--- src/rtl/module_lector_teclado.sv ---
// Keypad front end: scans a 4x4 matrix, debounces, decodes keys and captures operands A/B.
// Define SYNC2_STAGE_EN for a 2-flop row synchronizer (default build uses 1 flop).
module module_lector_teclado #(
   parameter int unsigned SCAN_DIV     = 1000,
   parameter int unsigned DEBOUNCE_CNT = 10000
) (
   input  logic       clk,
   input  logic       rst,
   input  logic [3:0] filas,
   output logic [3:0] columnas,
   output logic [3:0] key_code,
   output logic       key_valid,
   output logic [3:0] a_bin,
   output logic [3:0] b_bin,
   output logic       start,
   output logic [2:0] sel
);

   localparam int unsigned     SC_W      = (SCAN_DIV > 1) ? $clog2(SCAN_DIV) : 1;
   localparam int unsigned     DB_W      = (DEBOUNCE_CNT > 1) ? $clog2(DEBOUNCE_CNT) : 1;
   localparam logic [SC_W-1:0] SC_MAX    = SC_W'(SCAN_DIV - 1);
   localparam logic [DB_W-1:0] DB_MAX    = DB_W'(DEBOUNCE_CNT - 1);
   localparam logic [3:0]      ROWS_IDLE = 4'b1111;
   localparam logic [3:0]      COL_FIRST = 4'b1110;
   localparam logic [3:0]      KEY_CLEAR = 4'hE;
   localparam logic [3:0]      KEY_ENTER = 4'hF;
   localparam logic [2:0]      SEL_A     = 3'b001;
   localparam logic [2:0]      SEL_B     = 3'b010;
   localparam logic [2:0]      SEL_P     = 3'b100;

   typedef enum logic [1:0] {
      SCAN     = 2'd0,
      DEBOUNCE = 2'd1,
      ACCEPT   = 2'd2,
      WAIT_REL = 2'd3
   } scan_state_e;

   typedef enum logic [1:0] {
      CAP_A = 2'd0,
      CAP_B = 2'd1,
      DONE  = 2'd2
   } cap_state_e;

   // Lowest-index low row wins when several rows are pulled down.
   function automatic logic [1:0] row_idx(input logic [3:0] rows);
      if (!rows[0])      row_idx = 2'd0;
      else if (!rows[1]) row_idx = 2'd1;
      else if (!rows[2]) row_idx = 2'd2;
      else               row_idx = 2'd3;
   endfunction

   function automatic logic [1:0] col_idx(input logic [3:0] col);
      if (!col[0])      col_idx = 2'd0;
      else if (!col[1]) col_idx = 2'd1;
      else if (!col[2]) col_idx = 2'd2;
      else              col_idx = 2'd3;
   endfunction

   function automatic logic [3:0] decode_key(input logic [1:0] r, input logic [1:0] c);
      case ({r, c})
         4'b00_00: decode_key = 4'h1;
         4'b00_01: decode_key = 4'h2;
         4'b00_10: decode_key = 4'h3;
         4'b00_11: decode_key = 4'hA;
         4'b01_00: decode_key = 4'h4;
         4'b01_01: decode_key = 4'h5;
         4'b01_10: decode_key = 4'h6;
         4'b01_11: decode_key = 4'hB;
         4'b10_00: decode_key = 4'h7;
         4'b10_01: decode_key = 4'h8;
         4'b10_10: decode_key = 4'h9;
         4'b10_11: decode_key = 4'hC;
         4'b11_00: decode_key = KEY_CLEAR;
         4'b11_01: decode_key = 4'h0;
         4'b11_10: decode_key = KEY_ENTER;
         default:  decode_key = 4'hD;
      endcase
   endfunction

   // Row synchronizer; the driven column is delayed alongside so rows_s is paired with its column.
   logic [3:0] sync1_q, sync1_d;
   logic [3:0] colp1_q, colp1_d;
   logic [3:0] rows_s;
   logic [3:0] col_s;
   logic [3:0] col_q, col_d;

   always_comb begin
      sync1_d = filas;
      colp1_d = col_q;
   end

   always_ff @(posedge clk or negedge rst) begin
      if (!rst) begin
         sync1_q <= ROWS_IDLE;
         colp1_q <= COL_FIRST;
      end else begin
         sync1_q <= sync1_d;
         colp1_q <= colp1_d;
      end
   end

`ifdef SYNC2_STAGE_EN
   logic [3:0] sync2_q, sync2_d;
   logic [3:0] colp2_q, colp2_d;

   always_comb begin
      sync2_d = sync1_q;
      colp2_d = colp1_q;
   end

   always_ff @(posedge clk or negedge rst) begin
      if (!rst) begin
         sync2_q <= ROWS_IDLE;
         colp2_q <= COL_FIRST;
      end else begin
         sync2_q <= sync2_d;
         colp2_q <= colp2_d;
      end
   end

   assign rows_s = sync2_q;
   assign col_s  = colp2_q;
`else
   assign rows_s = sync1_q;
   assign col_s  = colp1_q;
`endif

   // Scanner FSM state and datapath.
   scan_state_e     scan_state_q, scan_state_d;
   logic [SC_W-1:0] scan_cnt_q, scan_cnt_d;
   logic [DB_W-1:0] db_cnt_q, db_cnt_d;
   logic [3:0]      rows_lat_q, rows_lat_d;
   logic [3:0]      key_code_q, key_code_d;
   logic            key_valid_q, key_valid_d;

   always_ff @(posedge clk or negedge rst) begin
      if (!rst) begin
         scan_state_q <= SCAN;
         col_q        <= COL_FIRST;
         scan_cnt_q   <= '0;
         db_cnt_q     <= '0;
         rows_lat_q   <= ROWS_IDLE;
         key_code_q   <= '0;
         key_valid_q  <= 1'b0;
      end else begin
         scan_state_q <= scan_state_d;
         col_q        <= col_d;
         scan_cnt_q   <= scan_cnt_d;
         db_cnt_q     <= db_cnt_d;
         rows_lat_q   <= rows_lat_d;
         key_code_q   <= key_code_d;
         key_valid_q  <= key_valid_d;
      end
   end

   always_comb begin
      scan_state_d = scan_state_q;
      col_d        = col_q;
      scan_cnt_d   = scan_cnt_q;
      db_cnt_d     = db_cnt_q;
      rows_lat_d   = rows_lat_q;
      key_code_d   = key_code_q;
      key_valid_d  = 1'b0;

      case (scan_state_q)
         SCAN: begin
            // Rows only count once the synchronizer reflects the column currently driven.
            if ((rows_s != ROWS_IDLE) && (col_s == col_q)) begin
               scan_state_d = DEBOUNCE;
               rows_lat_d   = rows_s;
               db_cnt_d     = '0;
               scan_cnt_d   = '0;
            end else if (scan_cnt_q == SC_MAX) begin
               scan_cnt_d = '0;
               col_d      = {col_q[2:0], col_q[3]};
            end else begin
               scan_cnt_d = scan_cnt_q + SC_W'(1);
            end
         end

         DEBOUNCE: begin
            if (rows_s != rows_lat_q) begin
               scan_state_d = SCAN;
            end else if (db_cnt_q == DB_MAX) begin
               scan_state_d = ACCEPT;
               key_valid_d  = 1'b1;
               key_code_d   = decode_key(row_idx(rows_lat_q), col_idx(col_q));
            end else begin
               db_cnt_d = db_cnt_q + DB_W'(1);
            end
         end

         ACCEPT: begin
            scan_state_d = WAIT_REL;
            db_cnt_d     = '0;
         end

         WAIT_REL: begin
            if (rows_s != ROWS_IDLE) begin
               db_cnt_d = '0;
            end else if (db_cnt_q == DB_MAX) begin
               scan_state_d = SCAN;
               scan_cnt_d   = '0;
            end else begin
               db_cnt_d = db_cnt_q + DB_W'(1);
            end
         end

         default: begin
            scan_state_d = SCAN;
         end
      endcase
   end

   // Capture FSM: consumes accepted keys to build operands A and B.
   cap_state_e cap_state_q, cap_state_d;
   logic [3:0] a_q, a_d;
   logic [3:0] b_q, b_d;
   logic       a_ok_q, a_ok_d;
   logic       b_ok_q, b_ok_d;
   logic       start_q, start_d;
   logic [2:0] sel_q, sel_d;

   always_ff @(posedge clk or negedge rst) begin
      if (!rst) begin
         cap_state_q <= CAP_A;
         a_q         <= '0;
         b_q         <= '0;
         a_ok_q      <= 1'b0;
         b_ok_q      <= 1'b0;
         start_q     <= 1'b0;
         sel_q       <= SEL_A;
      end else begin
         cap_state_q <= cap_state_d;
         a_q         <= a_d;
         b_q         <= b_d;
         a_ok_q      <= a_ok_d;
         b_ok_q      <= b_ok_d;
         start_q     <= start_d;
         sel_q       <= sel_d;
      end
   end

   always_comb begin
      cap_state_d = cap_state_q;
      a_d         = a_q;
      b_d         = b_q;
      a_ok_d      = a_ok_q;
      b_ok_d      = b_ok_q;
      start_d     = 1'b0;
      sel_d       = SEL_A;

      if (key_valid_q) begin
         if (key_code_q == KEY_CLEAR) begin
            cap_state_d = CAP_A;
            a_d         = '0;
            b_d         = '0;
            a_ok_d      = 1'b0;
            b_ok_d      = 1'b0;
         end else begin
            case (cap_state_q)
               CAP_A: begin
                  if (key_code_q == KEY_ENTER) begin
                     if (a_ok_q) cap_state_d = CAP_B;
                  end else begin
                     a_d    = key_code_q;
                     a_ok_d = 1'b1;
                  end
               end
               CAP_B: begin
                  if (key_code_q == KEY_ENTER) begin
                     if (b_ok_q) begin
                        cap_state_d = DONE;
                        start_d     = 1'b1;
                     end
                  end else begin
                     b_d    = key_code_q;
                     b_ok_d = 1'b1;
                  end
               end
               DONE: begin
                  cap_state_d = DONE;
               end
               default: begin
                  cap_state_d = CAP_A;
               end
            endcase
         end
      end

      case (cap_state_d)
         CAP_B:   sel_d = SEL_B;
         DONE:    sel_d = SEL_P;
         default: sel_d = SEL_A;
      endcase
   end

   assign columnas  = col_q;
   assign key_code  = key_code_q;
   assign key_valid = key_valid_q;
   assign a_bin     = a_q;
   assign b_bin     = b_q;
   assign start     = start_q;
   assign sel       = sel_q;

endmodule

--- config.mk ---
export PLATFORM = sky130hd
export DESIGN_NAME = module_lector_teclado
export DESIGN_NICKNAME = d
export VERILOG_FILES = /design/src/rtl/module_lector_teclado.sv
export SDC_FILE = /design/constraint.sdc
export NUM_CORES = 1
export LEC_CHECK = 0
export BUFFER_PORTS_ARGS = -buffer_cell sky130_fd_sc_hd__buf_2
export CAP_MARGIN = 40
export CORE_MARGIN = 2
export CORE_UTILIZATION = 45
export CTS_BUF_LIST = sky130_fd_sc_hd__clkbuf_8
export CTS_CLUSTER_DIAMETER = 30
export CTS_CLUSTER_SIZE = 16
export DETAILED_ROUTE_END_ITERATION = 10
export SLEW_MARGIN = 10
export SYNTH_ARGS = -nofsm -noshare
export SYNTH_HDL_FRONTEND = slang
export SYNTH_SLANG_ARGS = --single-unit
--- constraint.sdc ---
create_clock -name clk -period 4.1 [get_ports clk]
set_input_delay 0.615 -clock clk [delete_from_list [all_inputs] [get_ports clk]]
set_output_delay 0.615 -clock clk [all_outputs]
set_load 0.005 [all_outputs]
# [Yosys cells after proc, flatten, opt, wreduce, memory -nomap -nowiden]
# Memories as Yosys holds them, arrays and structs flattened. A register that Yosys moved wholly into a read port is not among the register bits.
# Cells that the tools add are included.
[op_classes] addsub=2 n_eq_ne=20 n_mux=54 bitwise_logic=2 n_reduce_logical=15
[ops] cell="$mux W14" n=4
[ops] cell="$pmux W14 S4" n=1
[ops] cell="$mux W2" n=21
[ops] cell="$mux W10" n=4
[ops] cell="$mux W4" n=5
[ops] cell="$pmux W10 S2" n=1
[ops] cell="$mux W1" n=15
[ops] cell="$reduce_and A3 Y1" n=5
[ops] cell="$add A14 B1 Y14 const B" n=1
[ops] cell="$eq A14 B14 Y1 const B" n=1
[ops] cell="$add A10 B1 Y10 const B" n=1
[ops] cell="$eq A10 B10 Y1 const B" n=1
[ops] cell="$ne A2 B2 Y1 const B" n=5
[ops] cell="$eq A2 B2 Y1 const B" n=4
[ops] cell="$eq A4 B4 Y1 const B" n=2
[ops] cell="$pmux W2 S4" n=1
[ops] cell="$eq A2 B1 Y1 const B" n=3
[ops] cell="$pmux W2 S3" n=1
[ops] cell="$pmux W3 S2" n=1
[ops] cell="$reduce_bool A2 Y1" n=3
[ops] cell="$eq A4 B4 Y1" n=1
[ops] cell="$logic_not A2 Y1" n=2
[ops] cell="$ne A4 B4 Y1" n=1
[ops] cell="$ne A4 B4 Y1 const B" n=1
[ops] cell="6 further kinds" n=8
[totals] regBits=59 romBits=64 output_inout_bits=21 n_memories=1
[memory_table] name="(name not given)" depth=16 width=4 read_ports=1 rd_clocked_by_memory_dff=1 write_ports=0 line_no="60" text="case ({r, c})"

# [Depth between registers and ports, before layout]
[logic_depth] word_depth=7 ltp_mapped=9 mapped_depth_nobuf=9

# [Least setup slack after synthesis]
# Ideal clock, no wire load.
[synth_timing] path_type="reg-to-reg" from="register rows_lat_q[2]" to="register db_cnt_q[13]" setup_time_ns=0.129 arrival_time_ns=1.999 slack_ns=1.973 stages_incl_launch_ff=8 path_buffers=2 period_less_slack_ns=2.127 path_cell_list="dfstp_2 -> clkbuf_1 -> xor2_1 -> nor4_2 -> a221oi_1 -> clkbuf_1 -> o21ai_0 -> o41ai_1"
[synth_between] elab_chain_cells=3
[synth_lines] element="from (decl)" line_no="132" text="logic [3:0] rows_lat_q, rows_lat_d;"
[synth_lines] element="from (signal assigned)" line_no="150" text="rows_lat_q <= rows_lat_d;"
[synth_lines] element="$ne A4 B4 Y1" line_no="182" text="if (rows_s != rows_lat_q) begin"
[synth_lines] element="$ne A2 B2 Y1 (no line)"
[synth_lines] element="$reduce_and A2 Y1 (no line)"
[synth_lines] element="to (signal assigned)" line_no="149" text="db_cnt_q <= db_cnt_d;"
[synth_lines] element="to (decl)" line_no="131" text="logic [DB_W-1:0] db_cnt_q, db_cnt_d;"
# No other way between the ends.
# A chain may end at the register's enable or synchronous reset.

# [Worst setup path in the final report]
[layout_timing] from="register db_cnt_q[5]" to="register scan_cnt_q[1]"
[layout_between] elab_chain_cells=3
[layout_lines] element="$eq A14 B14 Y1" line_no="201" text="end else if (db_cnt_q == DB_MAX) begin"
[layout_lines] element="$ne A2 B2 Y1 (no line)"
[layout_lines] element="$reduce_and A3 Y1 (no line)"
[layout_lines] element="to (signal assigned)" line_no="148" text="scan_cnt_q <= scan_cnt_d;"
[layout_lines] element="to (decl)" line_no="130" text="logic [SC_W-1:0] scan_cnt_q, scan_cnt_d;"
# No other way between the ends.

==> flow_metrics.py <==
metrics = {
    "critical_path": {
        "worstPathRequired_ps": 4380,
        "cp.arrival_ps": 2460,
        "crit_fanout": 7,
        "crit_path_end_kind": "flip-flop",
        "critPathKind": "reg2reg",
        "startpoint_type": "flip-flop",
    },
    "clock_tree": {
        "clock-root-buffer": "clkbuf_8",
        "post_cts_buffers": 0,
        "h-tree-depth": 3,
        "clk_pin_slew_ps": 70,
        "cts_sinks": 63,
        "clk_latency_ps": 340,
        "cts_buffers": 9,
        "max-clock-path-buffers": 2,
        "cts_tree": "yes",
        "postCtsHoldBufs": 0,
        "ctsResizeCount": 0,
    },
    "placed_design": {
        "pre_cts_ws_ps": 1930,
        "gp_congestion": 0.785,
        "io_buffer_count": 26,
        "placed_area_um2": 3420,
        "dp_hpwl_um": 4370,
    },
    "final_layout": {
        "num-fill-cells": 630,
        "final_area_um2": 3630,
        "final_common_cell": "dfrtp_1",
        "antenna_cells": 0,
        "drive_gt1_share_pct": 22.2,
        "final_cell_mix": "dfrtp_1, nand2_1, o21ai_0",
        "seqCellArea_um2": 1600,
        "multi_input_area_um2": 1480,
        "nets": 369,
        "area_delta_synth_final_pct": 15.0,
    },
    "detailed_routing": {
        "route.met3.wl_um": 229,
        "drtIter0Drc": 148,
        "highest_layer": "met4",
        "vias_per_cell": 5.24,
        "drt-pass1-iter-count": 4,
        "wirelength_um": 6180,
        "num_vias": 2389,
        "wl_met2_um": 2820,
        "met1_length_um": 3040,
        "drtAntennaViolNets": 0,
        "remaining_drc_errors": 0,
        "wl_per_cell_um": 13.5,
    },
    "sta": {
        "fin_crit_sh_pct": 53.1,
        "fin_ws_ps": 1920,
        "timing.slew.headroom_pct": 59.0,
        "hold_viol_final": 0,
        "drv_slew": 0,
        "fmax_ghz": 0.459,
        "fin_tns_setup_ps": 0,
        "worst_slew_pin_slew_ps": 610,
        "hold_slack_ps": 232,
        "fin_skew_ps": 5.08,
        "rsz0062_at_grt": "no",
        "post-route-min-period_ps": 2180,
        "finalSetupViolCount": 0,
    },
    "global_route": {
        "grt_pass1_wl_um": 10500,
        "antenna_found_initial": 0,
        "grt-ovfl-total": 0,
        "grt_pass1_vias": 2233,
        "grtUsageTotal_pct": 17.4,
        "grt_max_degree": 26,
    },
    "outcome": {
        "run_status": "finished, final reports clean",
    },
    "power": {
        "vdd_ir_drop_max_v": 0.000243,
        "power_frac_seq_pct": 46.5,
        "p_sw_mw": 0.484,
        "power_mw": 1.58,
        "p_leak_nw": 1.62,
        "pwr-share-clk_pct": 35.2,
        "internal_power_mw": 1.09,
        "p_per_area_nw_per_um2": 435,
        "switching_share_pct": 30.7,
        "pwr-share-comb_pct": 18.3,
    },
    "synthesis": {
        "synth-simple-area-share_pct": 20.3,
        "ys_warn_count": 0,
        "synth_compound_area_share_pct": 17.0,
        "synth-async-reset-ratio_pct": 100,
        "ys_seq_area_share_pct": 50.5,
        "synth.cell_area_um2": 3160,
        "synth.net_count": 336,
        "synth_edf_count": 0,
        "netlist.area_leader.share_pct": 38.0,
        "synthCells": 322,
        "synth_top_family_by_area": "simple AND/OR/NAND/NOR gates",
        "yosys.area_share.adder_pct": 3.17,
        "syn_avg_cell_area_um2": 9.80,
        "netlist_top_cells_area": "dfrtp_1, dfstp_2, o21ai_0",
        "synth_top_cell_by_area": "dfrtp_1",
        "synth_xor_xnor_area_share_pct": 2.22,
        "ys.flop_type": "dfrtp_1",
        "yosysUniqueCellTypes": 50,
        "ys_seq_elements": 63,
        "synthMuxAreaShare_pct": 4.20,
    },
    "floorplanning": {
        "dieArea_um2": 7700,
        "start_util_pct": 46.5,
        "core_area_um2": 6790,
        "ios": 27,
        "die_h_um": 87.8,
        "die_w_um": 87.8,
        "rows": 30,
    },
    "run": {
        "cap_violations": 0,
    },
    "hold_path": {
        "hp-class": "in2async",
    },
}
cells by family after synthesis:
kind of cell    count (synthesis)
simple gates                  122
compound gates                 88
flops                          63
buf+inv                        21
mux                            12
xor+xnor                        8
fa+ha+maj                       8
critical path: stages, from the launching register on:
cell and delay [ps]:
dfrtp_1 440, or4_4 570, nor4_4 400, a21oi_1 280
nor2_2 270, a22o_1 170
routing by layer:
layer,vias to the layer above,GRT usage (%)
met5,-,0
met4,0,5.87
met3,9,5.00
met2,37,27.5
met1,1104,23.1
li1,1239,-
stage by stage:
step | utilization, % | cells
2_1_floorplan | - | 322
3_3_place_gp | 50.0 | 439
3_5_place_dp | 50.4 | 440
4_1_cts | 53.4 | 456
5_1_grt | 53.4 | 456
6_report | 53.4 | 456
layout make-up:
class | count | area share, %
multi-input cells | 238 | 40.7
clock inverters | 6 | 1.90
inverters | 13 | 1.34
flip-flops and latches | 63 | 44.0
clock buffers | 10 | 3.79
well taps | 96 | 3.31
repair buffers | 30 | 4.96
registers in the layout, indices dropped and copies added (netlist names), 2 cells and up, named ones only:
register     flops
a_bin            4
columnas         4
col_s            4
scan_cnt_q      10
sel              3
b_bin            4
db_cnt_q        14
cap_state_q      2
rows_s           4
key_code         4
rows_lat_q       4
power by group through the flow:
stage	clock, mW	sequential (mW)	combinational, mW
after floorplan	0	0.697	0.259
after global placement	0	0.744	0.288
after detailed placement	0	0.746	0.291
after CTS	0.574	0.735	0.292
after global routing	0.591	0.744	0.325
final	0.555	0.734	0.289
cells in the mapped netlist (3+ instances only):
cell	number
dfrtp_1	48
nand2_1	37
o21ai_0	30
nor2_1	21
dfstp_2	15
a21oi_1	14
nand3_1	14
inv_1	13
o21ai_1	12
mux2_2	10
and3_1	8
ha_1	8
nor3_1	8
nand4_1	7
xor2_1	7
clkbuf_1	5
nor2b_1	5
a22o_1	4
a31oi_1	4
a41oi_1	3
buf_2	3
nand2b_1	3
nand3b_1	3
nor4_1	3
o31ai_1	3
worst paths after layout:
| check | from | to | slack, ps | cells past startpoint |
|---|---|---|---|---|
| min in group clk | filas[0] | rows_s[0] | 370 | 1 |
| max | db_cnt_q[5] | scan_cnt_q[1] | 1920 | 5 |
| min reg2reg | columnas[3] | col_s[3] | 400 | 0 |
| max in group asynchronous | rst | rows_lat_q[1] | 2980 | 3 |
| min | rst | db_cnt_q[8] | 230 | 1 |
| max reg2reg | db_cnt_q[5] | scan_cnt_q[1] | 1920 | 5 |
Note: power is estimated with default switching activity, not from simulation.
